### src/rtl/instr_fetch_pkg.sv
// Shared definitions for the instruction fetch stage: state encoding,
// NOP word, sequential PC increment and the opcode field width.
package instr_fetch_pkg;

    localparam int          INSTR_OPCODE_WIDTH = 7;
    localparam logic [31:0] NOP_INSTR          = 32'h00000013;
    localparam int          PC_INC             = 4;
    localparam int          ALIGN_MASK         = 3;

    typedef enum logic [1:0] {
        ST_START = 2'd0,
        ST_REQ   = 2'd1,
        ST_HOLD  = 2'd2,
        ST_FAULT = 2'd3
    } fetch_state_e;

    // True when a 32-bit address is not on a word boundary.
    function automatic logic is_misaligned(input logic [1:0] low_bits);
        return low_bits != 2'b00;
    endfunction

endpackage

### src/rtl/instr_fetch_pc_reg.sv
// Fetch-PC register: synchronous reset to RESET_PC, redirect load with
// word-alignment masking, and sequential +4 increment that wraps at 2^XLEN.
module pc_reg
    import instr_fetch_pkg::*;
#(
    parameter int              XLEN     = 32,
    parameter logic [XLEN-1:0] RESET_PC = '0
) (
    input  logic            clk,
    input  logic            rst,
    input  logic            load,
    input  logic            inc,
    input  logic [XLEN-1:0] target,
    output logic [XLEN-1:0] fetch_pc
);

    logic [XLEN-1:0] load_value;

    // Loaded targets always land on a word boundary; when the fault check
    // is enabled only aligned targets ever reach this port, so masking is
    // harmless there and mandatory otherwise.
    always_comb begin
        load_value = target & ~XLEN'(ALIGN_MASK);
    end

    // PC update: redirect has priority over the sequential increment.
    always_ff @(posedge clk) begin
        if (rst) begin
            fetch_pc <= RESET_PC;
        end else if (load) begin
            fetch_pc <= load_value;
        end else if (inc) begin
            fetch_pc <= fetch_pc + XLEN'(PC_INC);
        end
    end

endmodule

### src/rtl/instr_fetch.sv
// Instruction fetch stage: fetch-PC, request/acknowledge read of
// instruction memory, instruction register and the handoff to the main
// controller. Optional redirect-alignment fault is enabled by defining
// FETCH_MISALIGN_CHECK_EN; without it, redirect targets are word-masked.
module instr_fetch
    import instr_fetch_pkg::*;
#(
    parameter int              XLEN     = 32,
    parameter logic [XLEN-1:0] RESET_PC = '0
) (
    input  logic                          clk,
    input  logic                          rst,
    output logic                          imemReq,
    output logic [XLEN-1:0]               imemAddr,
    input  logic                          imemAck,
    input  logic [31:0]                   imemData,
    input  logic                          fetchNext,
    input  logic                          pcLoad,
    input  logic [XLEN-1:0]               pcTarget,
    output logic [XLEN-1:0]               pc,
    output logic [31:0]                   instr,
    output logic [INSTR_OPCODE_WIDTH-1:0] opCode,
    output logic                          instrValid,
    output logic                          misalignFault
);

    fetch_state_e    state;
    fetch_state_e    next_state;
    logic [XLEN-1:0] fetchPc;
    logic            pc_load;
    logic            pc_inc;
    logic            take_fault;

`ifdef FETCH_MISALIGN_CHECK_EN
    assign take_fault = (state == ST_HOLD) && pcLoad && is_misaligned(pcTarget[1:0]);
`else
    assign take_fault = 1'b0;
`endif

    // A redirect beats a sequential fetch; a faulting redirect loads nothing.
    assign pc_load = (state == ST_HOLD) && pcLoad && !take_fault;
    assign pc_inc  = (state == ST_HOLD) && !pcLoad && fetchNext;

    pc_reg #(
        .XLEN     (XLEN),
        .RESET_PC (RESET_PC)
    ) u_pc_reg (
        .clk      (clk),
        .rst      (rst),
        .load     (pc_load),
        .inc      (pc_inc),
        .target   (pcTarget),
        .fetch_pc (fetchPc)
    );

    assign imemAddr = fetchPc;
    assign opCode   = instr[INSTR_OPCODE_WIDTH-1:0];

    // State register.
    always_ff @(posedge clk) begin
        if (rst) begin
            state <= ST_START;
        end else begin
            state <= next_state;
        end
    end

    // Next-state logic; controller requests are only honoured in HOLD.
    always_comb begin
        next_state = state;
        case (state)
            ST_START: next_state = ST_REQ;
            ST_REQ:   if (imemAck) next_state = ST_HOLD;
            ST_HOLD: begin
                if (take_fault) begin
                    next_state = ST_FAULT;
                end else if (pcLoad || fetchNext) begin
                    next_state = ST_REQ;
                end
            end
            ST_FAULT: next_state = ST_FAULT;
            default:  next_state = ST_START;
        endcase
    end

    // Moore outputs decoded from the state register.
    always_comb begin
        imemReq    = (state == ST_REQ);
        instrValid = (state == ST_HOLD);
`ifdef FETCH_MISALIGN_CHECK_EN
        misalignFault = (state == ST_FAULT);
`else
        misalignFault = 1'b0;
`endif
    end

    // Instruction register and its PC; acks outside REQ are dropped.
    always_ff @(posedge clk) begin
        if (rst) begin
            instr <= NOP_INSTR;
            pc    <= RESET_PC;
        end else if ((state == ST_REQ) && imemAck) begin
            instr <= imemData;
            pc    <= fetchPc;
        end else if (take_fault) begin
            pc    <= pcTarget;
        end
    end

endmodule

### config.mk
export PLATFORM = sky130hd
export DESIGN_NAME = instr_fetch
export DESIGN_NICKNAME = d
export VERILOG_FILES = /design/src/rtl/instr_fetch_pkg.sv /design/src/rtl/instr_fetch_pc_reg.sv /design/src/rtl/instr_fetch.sv
export SDC_FILE = /design/constraint.sdc
export NUM_CORES = 1
export LEC_CHECK = 0
export BUFFER_PORTS_ARGS = -buffer_cell sky130_fd_sc_hd__buf_2
export CAP_MARGIN = 30
export CORE_ASPECT_RATIO = 0.75
export CORE_MARGIN = 3
export CORE_UTILIZATION = 45
export DETAILED_ROUTE_END_ITERATION = 12
export MAX_ROUTING_LAYER = met4
export PLACE_DENSITY = 0.81
export REMOVE_ABC_BUFFERS = 1
export SLEW_MARGIN = 20
export SYNTH_ARGS = -nofsm -noshare
export SYNTH_HDL_FRONTEND = slang
export SYNTH_HIERARCHICAL = 1
export SYNTH_SLANG_ARGS = --single-unit
### constraint.sdc
create_clock -name clk -period 1.7 [get_ports clk]
set_input_delay 0.17 -clock clk [delete_from_list [all_inputs] [get_ports clk]]
set_output_delay 0.17 -clock clk [all_outputs]
set_load 0.02 [all_outputs]
==> impl_metrics.tcl <==
set metrics [dict create \
    ys_ff_latch 96 \
    final-hold-violation-count 0 \
    worstPathCellList "nor2b_4 -> and3b_2 -> buf_4 -> nand2_2 -> or4_1 -> a311oi_2" \
    vias 4734 \
    path_buf_inv 1 \
    crit_cells 6 \
    htree_levels 3 \
    antenna_found_initial 0 \
    slowest_stage "or4_1" \
    min_path_cells 3 \
    worst_ep_arrival_time_ns 2.08 \
    post_dp_cell_area_mm2 0.00620 \
    maxSlewHeadroom 0.645 \
    p_total_mw 4.95 \
    rows 32 \
    wirelength_mm 13.5 \
    worst_slack_ns -0.133 \
    fp.dieW_um 127 \
    drv_cap 0 \
    hold_buffers 0 \
    hold_start "pcTarget[3]" \
    drtIter0Drc 270 \
    ys_top_cells_by_count "nand2b_1 (122), dfxtp_1 (96), mux2i_1 (65), nor2_1 (31), nand2_1 (23)" \
    clk-insertion-delay-late_ns 0.34 \
    drcViolationCount 0 \
    ys_seq_area_frac 0.388 \
    status "complete, but fails checks" \
    crit_family "simple AND/OR/NAND/NOR gates" \
    synth_cell_types 55 \
    grt_first_pass_wirelength_mm 21.7 \
    ys.flop_type "dfxtp_1" \
    grt_overflow 0 \
    synth_top_area_frac 0.388 \
    switching_share 0.257 \
    whs_ns 0.0615 \
    power_frac_comb 0.144 \
    clk_pin_slew_worst_paths_ns 0.07 \
    post-place-cells 870 \
    violations "setup timing" \
    setup_viol 14 \
    clockBufferDepth 2 \
    netlist_area_mm2 0.00495 \
    antennaDiodeCount 0 \
    place_hpwl_mm 9.54 \
    first_pass_iters 5 \
    startpoint_type "flip-flop" \
    io_buffers 169 \
    synthTopCellsByArea "dfxtp_1 (39%), nand2b_1 (15%), mux2i_1 (13%)" \
    ff2ff_setup_slack_ns -0.13 \
    wl_per_cell_um 15.1 \
    cts_root_buf "clkbuf_16" \
    grt_pass1_vias 4595 \
    dpl_worst_slack_ns -0.216 \
    max_stage_delay_ns 0.50 \
    grt_usage 0.217 \
    path_class "flip-flop to flip-flop" \
    place_congestion 0.830 \
    grt_max_degree 167 \
    die_h_um 96.8 \
    coreArea_mm2 0.0105 \
    syn_area_per_cell_um2 8.99 \
    dieArea_mm2 0.0123 \
    cts_made_buffers 9 \
    finalClockSkew_ns 0.00602 \
    post-route-period-util 1.08 \
    yosysMostFrequentCell "nand2b_1" \
    reg2regPathDepth 6 \
    post-route-util 0.643 \
    ant_nets 0 \
    synth_cells 550 \
    p_per_area_mw_per_mm2 734 \
    ios 175 \
    cts_tree "built" \
    fin_area_mm2 0.00675 \
    start_util 0.472 \
    worstPathRequired_ns 1.94 \
    p_leak_nw 2.92 \
    ir_drop_uv 508 \
    nFillCells 868 \
    max_freq_mhz 546 \
    r2r_start "state[1]" \
    fin_nets 823 \
    numClockSinks 96 \
    synthArstFlopShare 0 \
    yosys_warnings 6 \
    synth_edf_count 0 \
    min_path_type "primary input to flip-flop" \
    setup_tns_ns -0.622 \
    cp_max_fo 6 \
    via_per_inst 5.30 \
    grt_setup_unrepaired "true" \
    cell_internal_pwr_mw 3.68 \
    drive_gt1_frac 0.397 \
    power.switching_mw 1.27 \
    stdcell_count 894 \
    finalCriticalPeriod_ns 1.83 \
    synth_top_cell_by_area "dfxtp_1" \
    cp-end-kind "flip-flop" \
    slew_violations 0 \
    crit_start "state[1]" \
    seqPwrFrac 0.478 \
    worst_pin_slew_ns 0.533 \
    power.clock.fraction 0.378 \
    syn_to_final_growth_pct 36.4 \
]
[worst register-to-register path, cell delays in order, from the launching register on]
cell and delay (ns):
dfxtp_2 0.33, nor2b_4 0.13, and3b_2 0.28, buf_4 0.14
nand2_2 0.10, or4_1 0.50, a311oi_2 0.26
[power by group through the flow]
stage | Combinational [mW] | Clock [mW] | Sequential, mW
floorplan | 0.266 | 0 | 2.54
global placement | 0.679 | 0 | 2.41
global route | 0.772 | 2.03 | 2.38
CTS | 0.706 | 1.94 | 2.37
detailed placement | 0.696 | 0 | 2.42
finish | 0.712 | 1.87 | 2.37
[cell usage in the layout, fill, tap and decap left out, types with 4 or more instances in the layout]
cell / count
a211oi_1: 7
a211oi_2: 5
a21oi_1: 13
a311oi_1: 4
and3_1: 5
buf_2: 168
buf_4: 59
buf_6: 8
clkbuf_16: 9
dfxtp_1: 90
dfxtp_2: 6
inv_1: 6
mux2i_1: 65
nand2_1: 22
nand2b_1: 122
nand3_1: 11
nand4_1: 16
nor2_1: 31
nor2b_1: 4
nor3_1: 4
nor3b_1: 5
nor4_1: 4
nor4_2: 6
o21ai_0: 5
xnor2_1: 6
xor2_1: 5
[per-layer routing]
layer | track usage | vias up | part of all wire | wire length (µm)
met5 | - | - | 0 | 0
met4 | 0.0709 | 0 | 0.024 | 317
met3 | 0.0475 | 33 | 0.068 | 912
met2 | 0.344 | 192 | 0.47 | 6300
met1 | 0.277 | 2198 | 0.44 | 5950
li1 | - | 2311 | - | -
[cell type report]
cell class | count | area [µm²] | share of cell area
multi-input cells | 401 | 2910 | 0.431
flip-flops and latches | 96 | 1930 | 0.286
repair buffers | 238 | 1430 | 0.213
clock buffers | 11 | 243 | 0.0360
well taps | 136 | 170 | 0.0252
clock inverters | 5 | 31.3 | 0.00464
inverters | 7 | 30.0 | 0.00445
[path summary, 6_finish.rpt]
kind,to
hold / removal,u_pc_reg/fetch_pc[3]
setup / recovery,u_pc_reg/fetch_pc[16]
hold reg to reg,instr[11]
setup reg to reg,u_pc_reg/fetch_pc[16]
[cell families (layout without fill, tap and decap cells)]
group / after synthesis / after routing / share of synthesized area
other: 2 / 3 / 0.00152
muxes: 65 / 65 / 0.132
xor gates and xnor gates: 11 / 11 / 0.0195
buffers and inverters: 54 / 261 / 0.0602
DFF: 96 / 96 / 0.388
and+or+nand+nor: 265 / 265 / 0.316
adders and majority gates: 1 / 1 / 0.00253
AOI/OAI and AO/OA: 56 / 56 / 0.0804
[repair_timing]
| action | in CTS | in global routing |
|---|---|---|
| pin swaps | 16 | 11 |
| cloned | 0 | 0 |
| resized for setup | 28 | 22 |
| setup buffers | 5 | 3 |
| setup endpoints to repair | 21 | 24 |
Note: power is estimated with default switching activity, not from simulation.
